--- config.mk ---
export PLATFORM = sky130hd
export DESIGN_NAME = fetch_pc_ctrl
export DESIGN_NICKNAME = d
export VERILOG_FILES = /design/src/rtl/fetch_pc_ctrl_pkg.sv /design/src/rtl/fetch_pc_ctrl_hazard_detect.sv /design/src/rtl/fetch_pc_ctrl.sv
export SDC_FILE = /design/constraint.sdc
export NUM_CORES = 1
export LEC_CHECK = 0
export ABC_CLOCK_PERIOD_IN_PS = 5600
export BUFFER_PORTS_ARGS = -buffer_cell sky130_fd_sc_hd__buf_2
export CORE_AREA = 5 5 176 178
export CTS_BUF_LIST = sky130_fd_sc_hd__clkbuf_4 sky130_fd_sc_hd__clkbuf_8 sky130_fd_sc_hd__clkbuf_16
export DETAILED_ROUTE_END_ITERATION = 12
export DIE_AREA = 0 0 181 183
export GPL_ROUTABILITY_DRIVEN = 0
export GPL_TIMING_DRIVEN = 0
export PLACE_DENSITY = 0.61
export SLEW_MARGIN = 20
export SYNTH_ARGS = -nofsm -noshare
export SYNTH_HDL_FRONTEND = slang
export SYNTH_SLANG_ARGS = --single-unit
--- constraint.sdc ---
create_clock -name clk_i -period 5.6 [get_ports clk_i]
set_input_delay 1.12 -clock clk_i [delete_from_list [all_inputs] [get_ports clk_i]]
set_output_delay 1.12 -clock clk_i [all_outputs]
set_load 0.02 [all_outputs]
--- src/rtl/fetch_pc_ctrl_pkg.sv ---
// Shared Y86-64 constants for the fetch/hazard control slice:
// instruction codes, the "no register" id and the sequencer state encodings.
package fetch_pc_ctrl_pkg;

    // Y86-64 instruction codes (icode field)
    localparam logic [3:0] IHALT   = 4'h0;
    localparam logic [3:0] INOP    = 4'h1;
    localparam logic [3:0] IRRMOVQ = 4'h2;
    localparam logic [3:0] IIRMOVQ = 4'h3;
    localparam logic [3:0] IRMMOVQ = 4'h4;
    localparam logic [3:0] IMRMOVQ = 4'h5;
    localparam logic [3:0] IOPQ    = 4'h6;
    localparam logic [3:0] IJXX    = 4'h7;
    localparam logic [3:0] ICALL   = 4'h8;
    localparam logic [3:0] IRET    = 4'h9;
    localparam logic [3:0] IPUSHQ  = 4'hA;
    localparam logic [3:0] IPOPQ   = 4'hB;

    // Register id meaning "no register"
    localparam logic [3:0] RNONE   = 4'hF;

    // Fetch sequencer states (visible on state_o)
    localparam logic [1:0] S_RUN      = 2'b00;
    localparam logic [1:0] S_RET_WAIT = 2'b01;
    localparam logic [1:0] S_HALTED   = 2'b10;

    // call and jXX redirect the predicted PC to their constant
    function automatic logic takes_valc(input logic [3:0] icode);
        return (icode == ICALL) || (icode == IJXX);
    endfunction

endpackage

--- src/rtl/fetch_pc_ctrl_hazard_detect.sv ---
// Combinational pipeline hazard detection: load/use, ret in flight and
// branch mispredict, folded into the F/D/E stall and bubble controls.
module fetch_pc_ctrl_hazard_detect
    import fetch_pc_ctrl_pkg::*;
(
    input  logic [3:0] d_icode,
    input  logic [3:0] d_srcA,
    input  logic [3:0] d_srcB,
    input  logic [3:0] e_icode,
    input  logic [3:0] e_dstM,
    input  logic       e_Cnd,
    input  logic [3:0] m_icode,
    input  logic       halted,
    output logic       mispred,
    output logic       F_stall,
    output logic       D_stall,
    output logic       D_bubble,
    output logic       E_bubble
);

    logic load_use;
    logic ret_haz;

    // Hazard terms and the stall/bubble controls derived from them
    always_comb begin
        // NOTE: every always_comb output gets a value on every path, so no latch is inferred.
        load_use = ((e_icode == IMRMOVQ) || (e_icode == IPOPQ)) &&
                   (e_dstM != RNONE) &&
                   ((e_dstM == d_srcA) || (e_dstM == d_srcB));
        ret_haz  = (d_icode == IRET) || (e_icode == IRET) || (m_icode == IRET);
        mispred  = (e_icode == IJXX) && !e_Cnd;

        F_stall  = load_use | ret_haz | halted;
        D_stall  = load_use;
        // A load/use stall holds D, so the ret bubble must not overwrite it
        D_bubble = mispred | (ret_haz & !load_use);
        E_bubble = mispred | load_use;
    end

endmodule

--- src/rtl/fetch_pc_ctrl.sv ---
// Fetch-stage PC sequencer for the 5-stage Y86-64 core: selects the fetch PC,
// owns the predicted-PC register, tracks ret/halt sequencing and counts
// fetch-stall cycles.
module fetch_pc_ctrl
    import fetch_pc_ctrl_pkg::*;
#(
    parameter int              ADDR_W   = 64,
    parameter logic [ADDR_W-1:0] RESET_PC = '0,
    parameter int              CNT_W    = 32
) (
    input  logic              clk_i,
    input  logic              rst_n_i,
    input  logic [3:0]        f_icode_i,
    input  logic [ADDR_W-1:0] f_valC_i,
    input  logic [ADDR_W-1:0] f_valP_i,
    input  logic [3:0]        d_icode_i,
    input  logic [3:0]        d_srcA_i,
    input  logic [3:0]        d_srcB_i,
    input  logic [3:0]        e_icode_i,
    input  logic [3:0]        e_dstM_i,
    input  logic              e_Cnd_i,
    input  logic [3:0]        m_icode_i,
    input  logic              m_Cnd_i,
    input  logic [ADDR_W-1:0] m_valA_i,
    input  logic [3:0]        w_icode_i,
    input  logic [ADDR_W-1:0] w_valM_i,
    output logic [ADDR_W-1:0] f_pc_o,
    output logic [ADDR_W-1:0] pred_pc_o,
    output logic              F_stall_o,
    output logic              D_stall_o,
    output logic              D_bubble_o,
    output logic              E_bubble_o,
    output logic [1:0]        state_o,
    output logic [CNT_W-1:0]  stall_cnt_o
);

    logic [ADDR_W-1:0] pred_pc;
    logic [1:0]        state;
    logic [1:0]        state_nxt;
    logic [CNT_W-1:0]  stall_cnt;

    logic mispred;
    logic f_stall;
    logic d_stall;
    logic d_bubble;
    logic e_bubble;
    logic accept;

    fetch_pc_ctrl_hazard_detect u_hazard_detect (
        .d_icode  (d_icode_i),
        .d_srcA   (d_srcA_i),
        .d_srcB   (d_srcB_i),
        .e_icode  (e_icode_i),
        .e_dstM   (e_dstM_i),
        .e_Cnd    (e_Cnd_i),
        .m_icode  (m_icode_i),
        .halted   (state == S_HALTED),
        .mispred  (mispred),
        .F_stall  (f_stall),
        .D_stall  (d_stall),
        .D_bubble (d_bubble),
        .E_bubble (e_bubble)
    );

    // Pipeline controls are held inactive while reset is asserted
    assign F_stall_o  = rst_n_i & f_stall;
    assign D_stall_o  = rst_n_i & d_stall;
    assign D_bubble_o = rst_n_i & d_bubble;
    assign E_bubble_o = rst_n_i & e_bubble;

    // A fetched instruction only enters D when F is free and D is not being squashed
    assign accept = !f_stall && !mispred;

    // Fetch PC select: mispredict recovery from M, then ret target from W, then prediction
    always_comb begin
        f_pc_o = pred_pc;
        if (!rst_n_i) begin
            f_pc_o = RESET_PC;
        end else if ((m_icode_i == IJXX) && !m_Cnd_i) begin
            f_pc_o = m_valA_i;
        end else if (w_icode_i == IRET) begin
            f_pc_o = w_valM_i;
        end
    end

    // Predicted PC: call/jXX predict their target, everything else falls through
    always_ff @(posedge clk_i or negedge rst_n_i) begin
        // NOTE: sequential state uses non-blocking assignments so all registers sample the same pre-edge values.
        if (!rst_n_i) begin
            pred_pc <= RESET_PC;
        end else if (!f_stall) begin
            pred_pc <= takes_valc(f_icode_i) ? f_valC_i : f_valP_i;
        end
    end

    // Next-state logic; a mispredict suppresses accept, so it wins over ret/halt entry
    always_comb begin
        state_nxt = state;
        case (state)
            S_RUN: begin
                if (accept && (f_icode_i == IRET)) begin
                    state_nxt = S_RET_WAIT;
                end else if (accept && (f_icode_i == IHALT)) begin
                    state_nxt = S_HALTED;
                end
            end
            S_RET_WAIT: begin
                if (w_icode_i == IRET) begin
                    state_nxt = S_RUN;
                end
            end
            S_HALTED: begin
                // The halt was fetched down a wrong path; recovery resumes fetch
                if (mispred) begin
                    state_nxt = S_RUN;
                end
            end
            default: state_nxt = S_RUN;
        endcase
    end

    // State register
    always_ff @(posedge clk_i or negedge rst_n_i) begin
        if (!rst_n_i) begin
            state <= S_RUN;
        end else begin
            state <= state_nxt;
        end
    end

    // Saturating count of fetch-stall cycles
    always_ff @(posedge clk_i or negedge rst_n_i) begin
        if (!rst_n_i) begin
            stall_cnt <= '0;
        end else if (f_stall && (stall_cnt != {CNT_W{1'b1}})) begin
            stall_cnt <= stall_cnt + CNT_W'(1);
        end
    end

    assign pred_pc_o   = pred_pc;
    assign state_o     = state;
    assign stall_cnt_o = stall_cnt;

endmodule

==> impl_metrics.toml <==
[yosys]
syn_inst = 702
synth_adder_area_share_pct = 0.194
syn_area_per_cell_um2 = 9.17
ys_seq_area_share_pct = 38.1
synth_cell_type_count = 33
ys_ff_latch = 98
syn_area_um2 = 6440
synthMuxAreaShare_pct = 20.1
yosys_warnings = 0
synth_top_family_by_area = "multiplexers"
synth-compound-area-share_pct = 15.8
syn-num-nets = 995
synth_xor_area_share_pct = 5.31
synthSimpleGateAreaFrac_pct = 16.6

[floorplanning]
die_y_um = 183
die-area_um2 = 33100
chipWidth_um = 181
core_um2 = 29200
start_util_pct = 22.0
rows = 63
pin_count = 458

[sta]
finalCritPeriodShare_pct = 89.2
hold_viol = 0
finalCriticalPeriod_ns = 5.00
fmax_mhz = 200
worst_clock_skew_ns = 0.0101
relSlewSlack_pct = 35.2
worstMarginPinSlew_ns = 0.971
rsz0062_at_grt = "no"
slew_viol_final = 0
setup_viol = 0

[worst_hold_path]
hold_path.class = "reg2reg"
whs_path_depth = 1

[grt]
grtUsageTotal_pct = 17.8
overflow = 0
grt_pass1_vias = 7745
antenna_found_initial = 1
met2_usage_pct = 31.2
grt_max_degree = 53
grt_util_met1_pct = 22.3
met3_usage_pct = 3.57
grt_pass1_wl_um = 46000
top_usage_layer = "met2"

[setup_path]
critPathMaxStageDelay_ns = 0.77
crit_path_start_kind = "input port"
required_ns = 4.48
end_kind = "primary output"
critPathKind = "in2out"
cp.arrival_ns = 3.88
r2r.worst_path.cells = 7
cp_top_family = "buffers and inverters"
crit_cells = 7
crit_top_cell = "clkbuf_1"
path_max_fanout = 52
critPathSlowestCell = "clkbuf_1"
path_cells = "buf_6, buf_16, clkbuf_1, clkbuf_1, clkbuf_1, o211a_1, buf_2"
cp_num_buf_inv = 6

[clock_network]
postCtsSetupBuffers = 0
cts_buffers = 9
cts.repair.resized = 0
cts_max_level = 3
root_buffer = "clkbuf_16"
cts_tree = "yes"
path_clk_slew_ns = 0.08
hold_buffers = 0
cts_max_path_buffers = 2
insertion_delay_ns = 0.35
cts.sinks = 98

[finish]
final_area_um2 = 9540
layout-drive-gt1-share_pct = 41.9
layout.nets = 1464
syn_to_final_growth_pct = 48.3
final_core_util_pct = 32.6
n_antenna_cell = 0

[placed_design]
post_dp_cell_area_um2 = 9250
hpwlAfterDp_um = 25300
portBuffers = 457

[status]
status = "finished clean"

[pwr]
combPwrFrac_pct = 49.4
switching_share_pct = 46.7
p_leak_nw = 5.16
intPower_w = 0.00194
powerDensity_nw_per_um2 = 382
p_clk_share_pct = 18.4
vdd_drop_max_mv = 0.225
power_switching_w = 0.00170
power_frac_seq_pct = 32.2

[job]
drv_cap = 0

[detailed_routing]
drc = 0
firstDrtPassIters = 5
vias_per_cell = 4.70
drtAntennaViolNets = 0
route.detailed.wl_per_inst_um = 20.1
vias = 7357
wl_um = 31400
drtIter0Drc = 304
-- worst reg2reg max path, delay by kind of cell (launching register included) --
family	cells	cell delay [ns]
AND/OR/NAND/NOR	3	0.96
flip-flops	1	0.41
AO/OA/AOI/OAI	1	0.36
multiplexers	1	0.36
buffers and inverters	1	0.32
adder cells (fa/ha/maj)	1	0.21
-- metal layers --
layer | routed length [um] | vias up | part of all wire, %
met4 | 616 | 2 | 2.0
met2 | 15700 | 355 | 50
met3 | 2150 | 40 | 6.8
met5 | 16 | - | 0.051
li1 | - | 3447 | -
met1 | 13000 | 3513 | 41
-- cell families after synthesis --
logic type | Yosys count
AOI/OAI and AO/OA | 137
adders and majority gates | 1
xor gates and xnor gates | 39
buffers and inverters | 59
muxes | 129
DFF | 98
and+or+nand+nor | 239
-- flip-flops by register name, indices dropped and copies added, names as in the netlist --
name	flops
pred_pc_o	64
state_o	2
stall_cnt_o	32
-- layout by cell type, fill, tap and decap left out, drive strengths merged, types with 2 or more instances in the layout --
cell / n
buf: 483
nand2: 144
mux2i: 128
dfrtp: 98
o21ai: 68
o211a: 64
clkbuf: 38
xor2: 31
nor3: 20
nand3: 18
nor2: 15
nand4: 12
nor4: 11
inv: 9
xnor2: 8
and3: 5
nor4bb: 4
and2: 3
nand2b: 2
o21a: 2
-- final timing paths --
check	startpoint	endpoint	slack, ns
min	state_o[1]	state_o[0]	0.50
min reg2reg	state_o[1]	state_o[0]	0.50
max in group asynchronous	rst_n_i	pred_pc_o[31]	4.23
min in group asynchronous	rst_n_i	stall_cnt_o[12]	0.70
max	rst_n_i	f_pc_o[40]	0.60
max reg2reg	stall_cnt_o[0]	stall_cnt_o[1]	2.86
-- power by group through the flow --
stage                     logic, W  clock network (W)  registers (W)
after detailed placement   0.00181                  0        0.00119
after global placement     0.00179                  0        0.00118
after floorplan           0.000797                  0        0.00140
after CTS                  0.00182           0.000704        0.00117
final                      0.00180           0.000671        0.00117
after global routing       0.00196           0.000718        0.00121
-- stage by stage --
stage,hold WS [ns],setup TNS [ns],setup slack [ns],cells,total power (W)
2_1_floorplan,0.562,0,1.90,702,0.00220
3_3_place_gp,0.461,-10.08,-0.535,1549,0.00297
3_5_place_dp,0.488,0,0.504,1550,0.00300
4_1_cts,0.502,0,0.486,1565,0.00370
5_1_grt,0.516,0,0.397,1565,0.00389
6_report,0.497,0,0.604,1565,0.00365
-- Yosys cell counts --
library cell	count	area share [%]
inv_1	5	0.29
dfrtp_1	98	38
xor2_1	31	4.2
o21ai_0	67	5.2
nand3_1	18	1.4
and4_1	1	0.14
or3_1	1	0.097
nand3b_1	1	0.12
buf_2	15	1.2
ha_1	1	0.19
and3_1	5	0.49
nor3_1	20	1.6
a21oi_1	1	0.078
nor4bb_1	4	0.62
clkbuf_1	29	1.7
nor4_1	11	1.1
buf_6	1	0.17
o2111a_2	1	0.19
o211a_1	64	10
mux2_2	1	0.17
or2_1	1	0.097
a31oi_1	1	0.097
o21ai_1	1	0.078
nand2_1	144	8.4
nor2_1	15	0.87
xnor2_1	8	1.1
o21a_1	2	0.23
buf_1	9	0.52
mux2i_1	128	20
or4_1	1	0.12
nand2b_1	2	0.19
nand4_1	12	1.2
and2_1	3	0.29
-- area by class of cell --
class / instances / area [um2]
buffer: 54 / 230
clock buffer: 9 / 225
clock inverter: 6 / 72.6
fill: 3184 / 19700
inverter: 5 / 18.8
multi-input combinational: 545 / 3740
sequential: 98 / 2450
tap: 390 / 488
timing repair buffer: 458 / 2320
Note: power is estimated with default switching activity, not from simulation.
